## src/rtl/exp_share_arbiter.sv

```systemverilog
// exp_share_arbiter: round-robin front end that shares one exponential unit
// between up to four requesters. One request is in flight at a time; the FSM
// sequences the unit's start/done handshake and returns the result tagged
// with the owner's index.
// Optional watchdog on the WAIT state: define EXP_ARB_TIMEOUT_EN.
module exp_share_arbiter #(
    parameter int NREQ    = 4,
    parameter int TIMEOUT = 255
) (
    input  logic                 clk,
    input  logic                 rst,
    input  logic [NREQ-1:0]      req_valid,
    input  logic [16*NREQ-1:0]   req_x,
    output logic [NREQ-1:0]      req_ready,
    output logic [15:0]          exp_x,
    output logic                 exp_start,
    input  logic                 exp_done,
    input  logic [1:0]           exp_intpart,
    input  logic [15:0]          exp_fracpart,
    output logic                 rsp_valid,
    input  logic                 rsp_ready,
    output logic [1:0]           rsp_id,
    output logic [1:0]           rsp_intpart,
    output logic [15:0]          rsp_fracpart,
    output logic                 rsp_err,
    output logic                 busy
);

    // Elaboration-time sanity on the configuration.
    if (NREQ < 2 || NREQ > 4) begin : g_bad_nreq
        $error("exp_share_arbiter: NREQ must be 2..4");
    end
    if (TIMEOUT < 1 || TIMEOUT > 255) begin : g_bad_timeout
        $error("exp_share_arbiter: TIMEOUT must be 1..255");
    end

    typedef enum logic [1:0] {
        S_IDLE  = 2'd0,
        S_START = 2'd1,
        S_WAIT  = 2'd2,
        S_RESP  = 2'd3
    } state_t;

    state_t          r_state;
    state_t          w_state_nxt;

    logic [1:0]      r_ptr;
    logic [15:0]     r_exp_x;
    logic [1:0]      r_id;
    logic [1:0]      r_int;
    logic [15:0]     r_frac;

    logic            w_gnt_vld;
    logic [1:0]      w_gnt_id;
    logic [NREQ-1:0] w_gnt_oh;
    logic [15:0]     w_gnt_x;
    logic [2:0]      w_scan;
    logic [2:0]      w_ptr_inc;
    logic [1:0]      w_ptr_nxt;
    logic            w_timeout;

`ifdef EXP_ARB_TIMEOUT_EN
    logic [7:0]      r_cnt;
    logic            r_err;
`endif

    // Round-robin pick: first valid requester at or after r_ptr, wrapping.
    // Scanning from the far end lets the nearest offset overwrite the others.
    always_comb begin
        w_gnt_vld = 1'b0;
        w_gnt_id  = 2'd0;
        w_scan    = 3'd0;
        for (int k = NREQ - 1; k >= 0; k--) begin
            w_scan = {1'b0, r_ptr} + 3'(k);
            if (w_scan >= 3'(NREQ))
                w_scan = w_scan - 3'(NREQ);
            if (req_valid[w_scan[1:0]]) begin
                w_gnt_vld = 1'b1;
                w_gnt_id  = w_scan[1:0];
            end
        end
    end

    // Winner's one-hot mask, operand mux and the pointer just past it.
    always_comb begin
        w_gnt_oh = '0;
        w_gnt_oh[w_gnt_id] = w_gnt_vld;
        w_gnt_x  = 16'd0;
        for (int k = 0; k < NREQ; k++) begin
            if (w_gnt_id == 2'(k))
                w_gnt_x = req_x[16*k +: 16];
        end
        w_ptr_inc = {1'b0, w_gnt_id} + 3'd1;
        w_ptr_nxt = (w_ptr_inc >= 3'(NREQ)) ? 2'd0 : w_ptr_inc[1:0];
    end

`ifdef EXP_ARB_TIMEOUT_EN
    // Counter sits at 0 on the first WAIT cycle, so the limit trips on the
    // TIMEOUT-th WAIT cycle.
    assign w_timeout = (r_cnt == 8'(TIMEOUT - 1));
`else
    assign w_timeout = 1'b0;
`endif

    // FSM state register.
    always_ff @(posedge clk or negedge rst) begin
        if (!rst)
            r_state <= S_IDLE;
        else
            r_state <= w_state_nxt;
    end

    // Next-state logic; exp_done matters only in WAIT so a stale done is dropped.
    always_comb begin
        w_state_nxt = r_state;
        case (r_state)
            S_IDLE:  if (w_gnt_vld) w_state_nxt = S_START;
            S_START: w_state_nxt = S_WAIT;
            S_WAIT:  if (exp_done || w_timeout) w_state_nxt = S_RESP;
            S_RESP:  if (rsp_ready) w_state_nxt = S_IDLE;
            default: w_state_nxt = S_IDLE;
        endcase
    end

    // Grant bookkeeping and result capture.
    always_ff @(posedge clk or negedge rst) begin
        if (!rst) begin
            r_ptr   <= 2'd0;
            r_exp_x <= 16'd0;
            r_id    <= 2'd0;
            r_int   <= 2'd0;
            r_frac  <= 16'd0;
        end else begin
            case (r_state)
                S_IDLE: begin
                    if (w_gnt_vld) begin
                        r_exp_x <= w_gnt_x;
                        r_id    <= w_gnt_id;
                        r_ptr   <= w_ptr_nxt;
                    end
                end
                S_WAIT: begin
                    if (exp_done) begin
                        r_int  <= exp_intpart;
                        r_frac <= exp_fracpart;
                    end else if (w_timeout) begin
                        r_int  <= 2'd0;
                        r_frac <= 16'd0;
                    end
                end
                default: ;
            endcase
        end
    end

`ifdef EXP_ARB_TIMEOUT_EN
    // Watchdog counter and the sticky error flag it raises.
    always_ff @(posedge clk or negedge rst) begin
        if (!rst) begin
            r_cnt <= 8'd0;
            r_err <= 1'b0;
        end else begin
            case (r_state)
                S_IDLE:  if (w_gnt_vld) r_err <= 1'b0;
                S_START: r_cnt <= 8'd0;
                S_WAIT: begin
                    if (!exp_done) begin
                        if (w_timeout)
                            r_err <= 1'b1;
                        else
                            r_cnt <= r_cnt + 8'd1;
                    end
                end
                default: ;
            endcase
        end
    end

    assign rsp_err = r_err;
`else
    assign rsp_err = 1'b0;
`endif

    // Status outputs decode straight from the state register, so reset
    // clears them without waiting for a clock edge. req_ready is gated by
    // rst because it also depends on the live req_valid inputs.
    assign req_ready    = (rst && r_state == S_IDLE) ? w_gnt_oh : '0;
    assign exp_start    = (r_state == S_START);
    assign rsp_valid    = (r_state == S_RESP);
    assign busy         = (r_state != S_IDLE);
    assign exp_x        = r_exp_x;
    assign rsp_id       = r_id;
    assign rsp_intpart  = r_int;
    assign rsp_fracpart = r_frac;

endmodule
```

## config.mk

```make
export PLATFORM = sky130hd
export DESIGN_NAME = exp_share_arbiter
export DESIGN_NICKNAME = d
export VERILOG_FILES = /design/src/rtl/exp_share_arbiter.sv
export SDC_FILE = /design/constraint.sdc
export NUM_CORES = 1
export LEC_CHECK = 0
export CAP_MARGIN = 20
export CORE_ASPECT_RATIO = 1.5
export CORE_MARGIN = 3
export CORE_UTILIZATION = 30
export CTS_BUF_LIST = sky130_fd_sc_hd__clkbuf_4 sky130_fd_sc_hd__clkbuf_8
export DETAILED_ROUTE_END_ITERATION = 10
export GPL_TIMING_DRIVEN = 0
export PLACE_DENSITY = 0.71
export SYNTH_ARGS = -nofsm -noshare
export SYNTH_HDL_FRONTEND = slang
export SYNTH_SLANG_ARGS = --single-unit
```

## constraint.sdc

```tcl
create_clock -name clk -period 3.65 [get_ports clk]
set_input_delay 0.73 -clock clk [delete_from_list [all_inputs] [get_ports clk]]
set_output_delay 0.73 -clock clk [all_outputs]
set_load 0.02 [all_outputs]
```

==> flow_summary_export.csv, run 1 <==
group,metric,value,unit
status,status,"finished clean",
layout,nFillCells,707,
die,fp-row-count,38,
clock_tree,clk_latency,0.28,ns
die,io_pins,134,
routing,avgViaCountPerCell,4.77,
layout,final_nets,479,
yosys,syn-num-nets,340,
clock_tree,cts_made_buffers,5,
place,globalplace.congestion,0.799,
global_route,grt_pass1_vias,2398,
die,core_area,7420,µm²
yosys,synth.avg_cell_area,9.70,µm²
timing,maxSlewViolCount,0,
layout,n_antenna_cell,0,
timing,tightest_slew,0.522,ns
worst_setup_path,cp_slowest_cell,"clkdlybuf4s50_1",
pwr,power_density,770,nW/µm²
routing,vias,2295,
worst_setup_path,critPathKind,"input port to output port",
routing,drt_iter0_markers,75,
routing,drt_wl_total,7.05,mm
worst_setup_path,arrival,2.79,ns
worst_setup_path,cp.required,2.92,ns
timing,fmax,284,MHz
worst_setup_path,r2r_slack,1.35,ns
timing,finalCriticalPeriod,3.52,ns
global_route,grt_overflow_total,0,
yosys,syn-cell-area,2340,µm²
die,die_w,78.1,µm
layout,postLayoutCellArea,3890,µm²
routing,wire_per_inst,14.7,µm
hold_path,hold_class,"input port to async pin",
global_route,grt_pass1_wl,11.7,mm
timing,min_period_over_period,96.4,%
worst_setup_path,timing.critical_path.cells,"clkdlybuf4s50_1, mux2i_1, a2bb2oi_2, nand2_1, ha_1, buf_2, buf_4, and3_1, dlygate4sd2_1",
global_route,grt_max_degree,26,
timing,slew_headroom,65.2,%
place,dp_hpwl,5.91,mm
place,portBuffers,132,
timing,timing_hold_violations_final,0,
worst_setup_path,r2r-end,"exp_x[7]",
global_route,antenna_found_initial,0,
layout,drive_gt1_share,13.4,%
place,place_ws,-0.617,ns
clock_tree,post_cts.repair.setup_buffers,0,
yosys,synth_cell_types,31,
timing,setup_viol,0,
global_route,grt_use_total,16.2,%
worst_setup_path,critPathMaxFanout,10,
clock_tree,clockBufferDepth,2,
timing,fin_skew,0.0117,ns
run,cap_violations,0,
timing,setup-tns-final,0,ns
worst_setup_path,endpoint_kind,"output port",
die,start_util,31.5,%
yosys,synthCells,241,
routing,drt_first_pass_iters,4,
die,design.die.area,8910,µm²
worst_setup_path,start_kind,"input port",
timing,rsz0062_at_grt,"false",
yosys,synth_seq_area_share,42.8,%
yosys,ys_warn_count,0,
place,placed_area,3800,µm²
clock_tree,h-tree-depth,2,
routing,drc,0,
yosys,ys_seq_elements,40,
clock_tree,clk_pin_slew_worst_paths,0.08,ns
clock_tree,tritoncts,"done",
layout,areaGrowthSynthToFinish,66.6,%
pwr,p_leak,1.66,nW
die,die_h,114,µm
layout,post-route-util,52.5,%
worst_setup_path,rr_startpoint,"r_ptr[1]",
timing,finalWorstSetupSlack,0.132,ns
worst_setup_path,cpPeakStageDelay,0.56,ns
routing,ant_nets,0,
clock_tree,clockRootBuffer,"clkbuf_8",
worst_setup_path,reg2reg_depth,9,
pwr,max-vdd-ir-drop,0.000391,V
clock_tree,clock-sinks,40,
cell usage in the layout (no fill, tap or decap), drive strengths merged:
cell type / n
a21o: 1
a21oi: 17
a221o: 16
a222oi: 1
a2bb2oi: 1
a31o: 1
a31oi: 17
a41o: 1
and2: 2
and3: 5
buf: 15
clkbuf: 13
clkdlybuf4s50: 127
clkinv: 3
conb: 1
dfrtp: 40
dlygate4sd2: 2
ha: 9
inv: 22
mux2: 19
mux2i: 2
nand2: 21
nand2b: 1
nand3: 1
nand3b: 16
nor2: 20
nor2b: 3
nor4: 1
o21ai: 2
o41a: 1
kinds of logic after synthesis:
group,Yosys count,synth area share (%)
buffers and inverters,42,9.15
DFF,40,42.8
and+or+nand+nor,70,15.2
other,1,0.160
AOI/OAI and AO/OA,58,17.9
adders and majority gates,9,4.82
muxes,21,10.0
repair_timing:
action,in CTS,in global routing
resized for setup,11,6
hold buffers,0,0
setup endpoints to repair,4,3
state kept, by name, summed over array words and instances, names as in the netlist:
| name | count |
|---|---|
| r_ptr | 2 |
| r_state | 2 |
| rsp_intpart | 2 |
| rsp_id | 2 |
| rsp_fracpart | 16 |
| exp_x | 16 |
per-stage QoR:
stage | std cells | total power, mW | hold slack [ns]
finish | 481 | 3.00 | 0.383
global route | 481 | 3.23 | 0.394
CTS | 481 | 3.03 | 0.389
detailed placement | 474 | 2.73 | 0.494
global placement | 473 | 2.68 | 0.486
floorplan | 241 | 1.94 | 0.434
power breakdown:
| group | total (mW) | switching, mW | internal [mW] |
|---|---|---|---|
| clock | 0.281 | 0.148 | 0.133 |
| sequential | 0.803 | 0.126 | 0.677 |
| combinational | 1.91 | 0.938 | 0.975 |
critical path, delay by kind of cell:
kind	cells	cell delay (ns)
AOI/OAI and AO/OA	1	0.22
adders and majority gates	1	0.21
buffers and inverters	4	1.23
muxes	1	0.12
and+or+nand+nor	2	0.27
metal layers:
| layer | GRT usage [%] | part of all wire, % | vias to the layer above |
|---|---|---|---|
| met5 | 0 | 0 | - |
| met4 | 4.43 | 1.1 | 0 |
| met3 | 3.31 | 5.6 | 4 |
| met2 | 30.6 | 55 | 83 |
| met1 | 18.3 | 39 | 1082 |
| li1 | - | - | 1126 |
worst max path at each step:
stage	endpoint	depth (start not counted)	startpoint	slack (ns)
after floorplan	req_ready[3]	7	req_valid[0]	0.77
after global placement	req_ready[0]	3	rst	-0.66
after detailed placement	req_ready[3]	9	req_valid[3]	-0.62
after CTS	req_ready[3]	9	req_valid[0]	0.04
after global routing	req_ready[0]	9	req_valid[3]	0.007
final	req_ready[0]	9	req_valid[3]	0.13
cell type report:
class / count / area [µm²] / share of cell area, %
Multi-Input combinational cell: 159 / 1140 / 29.2
Clock inverter: 3 / 18.8 / 0.482
Tap cell: 100 / 125 / 3.21
Timing Repair Buffer: 133 / 1320 / 34.0
Buffer: 19 / 138 / 3.53
Inverter: 22 / 82.6 / 2.12
Sequential cell: 40 / 1000 / 25.7
Clock buffer: 5 / 68.8 / 1.77
Yosys cell counts, drive strengths merged:
cell | count | area [µm²]
ha | 9 | 113
a221o | 16 | 160
a31o | 1 | 8.76
a222oi | 1 | 10.0
a21oi | 17 | 85.1
buf | 13 | 95.1
a31oi | 17 | 106
o21ai | 2 | 10.0
a21o | 1 | 7.51
and3 | 5 | 31.3
nand3b | 16 | 120
and2 | 2 | 12.5
o41a | 1 | 11.3
clkbuf | 7 | 36.3
nor2 | 20 | 75.1
mux2 | 19 | 214
nor4 | 1 | 6.26
dfrtp | 40 | 1000
nand2 | 21 | 78.8
conb | 1 | 3.75
nor2b | 3 | 18.8
inv | 22 | 82.6
nand2b | 1 | 6.26
nand3 | 1 | 5.00
a41o | 1 | 10.0
a2bb2oi | 1 | 8.76
mux2i | 2 | 20.0
(Power assumes the default switching activity.)
==> run 2: changes to the inputs <==
--- a/config.mk
+++ b/config.mk
@@ -10,9 +10,10 @@
 export CORE_MARGIN = 3
 export CORE_UTILIZATION = 30
 export CTS_BUF_LIST = sky130_fd_sc_hd__clkbuf_4 sky130_fd_sc_hd__clkbuf_8
+export CTS_CLUSTER_SIZE = 28
 export DETAILED_ROUTE_END_ITERATION = 10
 export GPL_TIMING_DRIVEN = 0
-export PLACE_DENSITY = 0.71
+export PLACE_DENSITY = 0.66
 export SYNTH_ARGS = -nofsm -noshare
 export SYNTH_HDL_FRONTEND = slang
 export SYNTH_SLANG_ARGS = --single-unit
==> run 2 against run 1 <==
Compared with the run above: sequential share of layout area decreased by 0.15 points; clock power increased by 7.8%; worst hold slack improved by 0.0029 ns; core utilization increased by 0.30 points; combinational power about the same; count of clock-buffer cells in the layout increased by 1; sequential cell count unchanged; clock skew decreased by 0.0025 ns; register-to-register slack about the same; critical path depth unchanged; highest routed layer unchanged.
==> flow_summary_export.csv, run 2 (same netlist as run 1, synthesis figures left out) <==
group,metric,value,unit
clock_tree,clk_latency,0.29,ns
timing,fmax,289,MHz
layout,post-route-util,52.8,%
global_route,grtUsageMet1,17.2,%
timing,slew_headroom,66.1,%
clock_tree,cts_hold_buffers,0,
layout,layout_commonest_cell,"clkdlybuf4s50_1",
worst_setup_path,critPathMaxFanout,10,
global_route,top_usage_layer,"met2",
pwr,p_leak,1.67,nW
clock_tree,clockRootBuffer,"clkbuf_8",
timing,hold_ws,0.386,ns
routing,ant_nets,0,
place,portBuffers,132,
layout,nFillCells,751,
die,start_util,31.5,%
layout,final_cell_mix,"clkdlybuf4s50_1, dfrtp_1, inv_1",
timing,rsz0062_at_grt,"false",
die,io_pins,134,
global_route,grt_max_degree,25,
die,die_w,78.1,µm
hold_path,hold_class,"input port to async pin",
worst_setup_path,cp.required,2.92,ns
worst_setup_path,endpoint_kind,"output port",
routing,drt_first_pass_iters,4,
layout,n_antenna_cell,0,
global_route,grt_use_met3,3.15,%
global_route,grt_overflow_total,0,
routing,wire_per_inst,14.7,µm
layout,drive_gt1_share,13.4,%
clock_tree,h-tree-depth,2,
die,design.die.area,8910,µm²
timing,finalCriticalPeriod,3.47,ns
pwr,max-vdd-ir-drop,0.000288,V
clock_tree,cts_made_buffers,5,
global_route,grtUsageMet2,30.1,%
routing,drc,0,
place,dp_cells,474,
run,cap_violations,0,
timing,tightest_slew,0.508,ns
global_route,grt_pass1_vias,2457,
status,status,"finished clean",
place,globalplace.congestion,0.763,
routing,drt_iter0_markers,78,
worst_setup_path,arrival,2.74,ns
timing,fin_skew,0.00916,ns
layout,areaGrowthSynthToFinish,67.6,%
worst_setup_path,critPathKind,"input port to output port",
die,core_area,7420,µm²
die,die_h,114,µm
die,fp-row-count,38,
timing,setup_viol,0,
clock_tree,clockBufferDepth,2,
timing,min_period_over_period,94.9,%
global_route,grt_pass1_wl,11.4,mm
routing,vias,2302,
worst_setup_path,start_kind,"input port",
layout,seqCellArea,1000,µm²
place,dp_hpwl,5.83,mm
routing,drt_wl_total,7.06,mm
routing,avgViaCountPerCell,4.79,
timing,timing_hold_violations_final,0,
global_route,grt_use_total,15.8,%
clock_tree,clock-sinks,40,
layout,multi_input_area,1140,µm²
timing,maxSlewViolCount,0,
layout,final_nets,479,
clock_tree,post_cts.repair.setup_buffers,0,
global_route,antenna_found_initial,0,
clock_tree,clk_pin_slew_worst_paths,0.08,ns
layout,layout.cells.non_filler,481,
clock_tree,tritoncts,"done",
pwr,power_density,772,nW/µm²
run 2: final timing paths:
kind / slack, ns / cells after the start / start / end
max: 0.18 / 9 / req_valid[0] / req_ready[0]
min: 0.39 / 1 / rst / rsp_id[1]
max reg2reg: 1.34 / 9 / r_ptr[1] / exp_x[10]
min reg2reg: 0.51 / 1 / rsp_fracpart[6] / rsp_fracpart[6]
max in group asynchronous: 2.78 / 2 / rst / rsp_fracpart[9]
min in group clk: 0.51 / 1 / rsp_fracpart[6] / rsp_fracpart[6]
run 2: per-layer routing:
layer,vias to the layer above,part of all wire (%)
met5,-,0
met4,0,1.4
met3,8,7.0
met2,93,54
met1,1076,37
li1,1125,-
run 2: area by class of cell:
class	count	area share (%)
multi-input cells	159	29.1
inverters	22	2.11
clock buffers	6	2.11
well taps	100	3.19
repair buffers	133	34.2
flip-flops and latches	40	25.6
clock inverters	2	0.256
plain buffers	19	3.51
run 2: worst max-delay path, stage by stage:
cell and delay (ns):
clkdlybuf4s50_1 0.49, and2_1 0.19, o21ai_2 0.14, nand3_1 0.13, ha_1 0.21, buf_2 0.17, buf_4 0.18, and3_1 0.16
dlygate4sd2_1 0.32
run 2: timing repair:
action                                  in CTS  in global routing
endpoints found under the setup margin       4                  3
resized for setup                           11                  7
hold endpoints to repair                     0                  0
pin swaps                                    0                  0
run 2: metrics by stage:
stage | area [µm²] | total power, mW | setup TNS, ns | setup slack (ns)
after floorplan | 2340 | 1.94 | 0 | 0.774
after detailed placement | 3810 | 2.74 | -1.62 | -0.620
after global placement | 3780 | 2.68 | -2.63 | -0.665
after global routing | 3920 | 3.24 | 0 | 0.0370
after CTS | 3910 | 3.06 | 0 | 0.0186
final | 3920 | 3.02 | 0 | 0.185
run 2: report_power, final:
group | switching, mW | total [mW] | internal (mW)
combinational | 0.936 | 1.91 | 0.977
sequential | 0.129 | 0.806 | 0.677
clock | 0.152 | 0.303 | 0.151
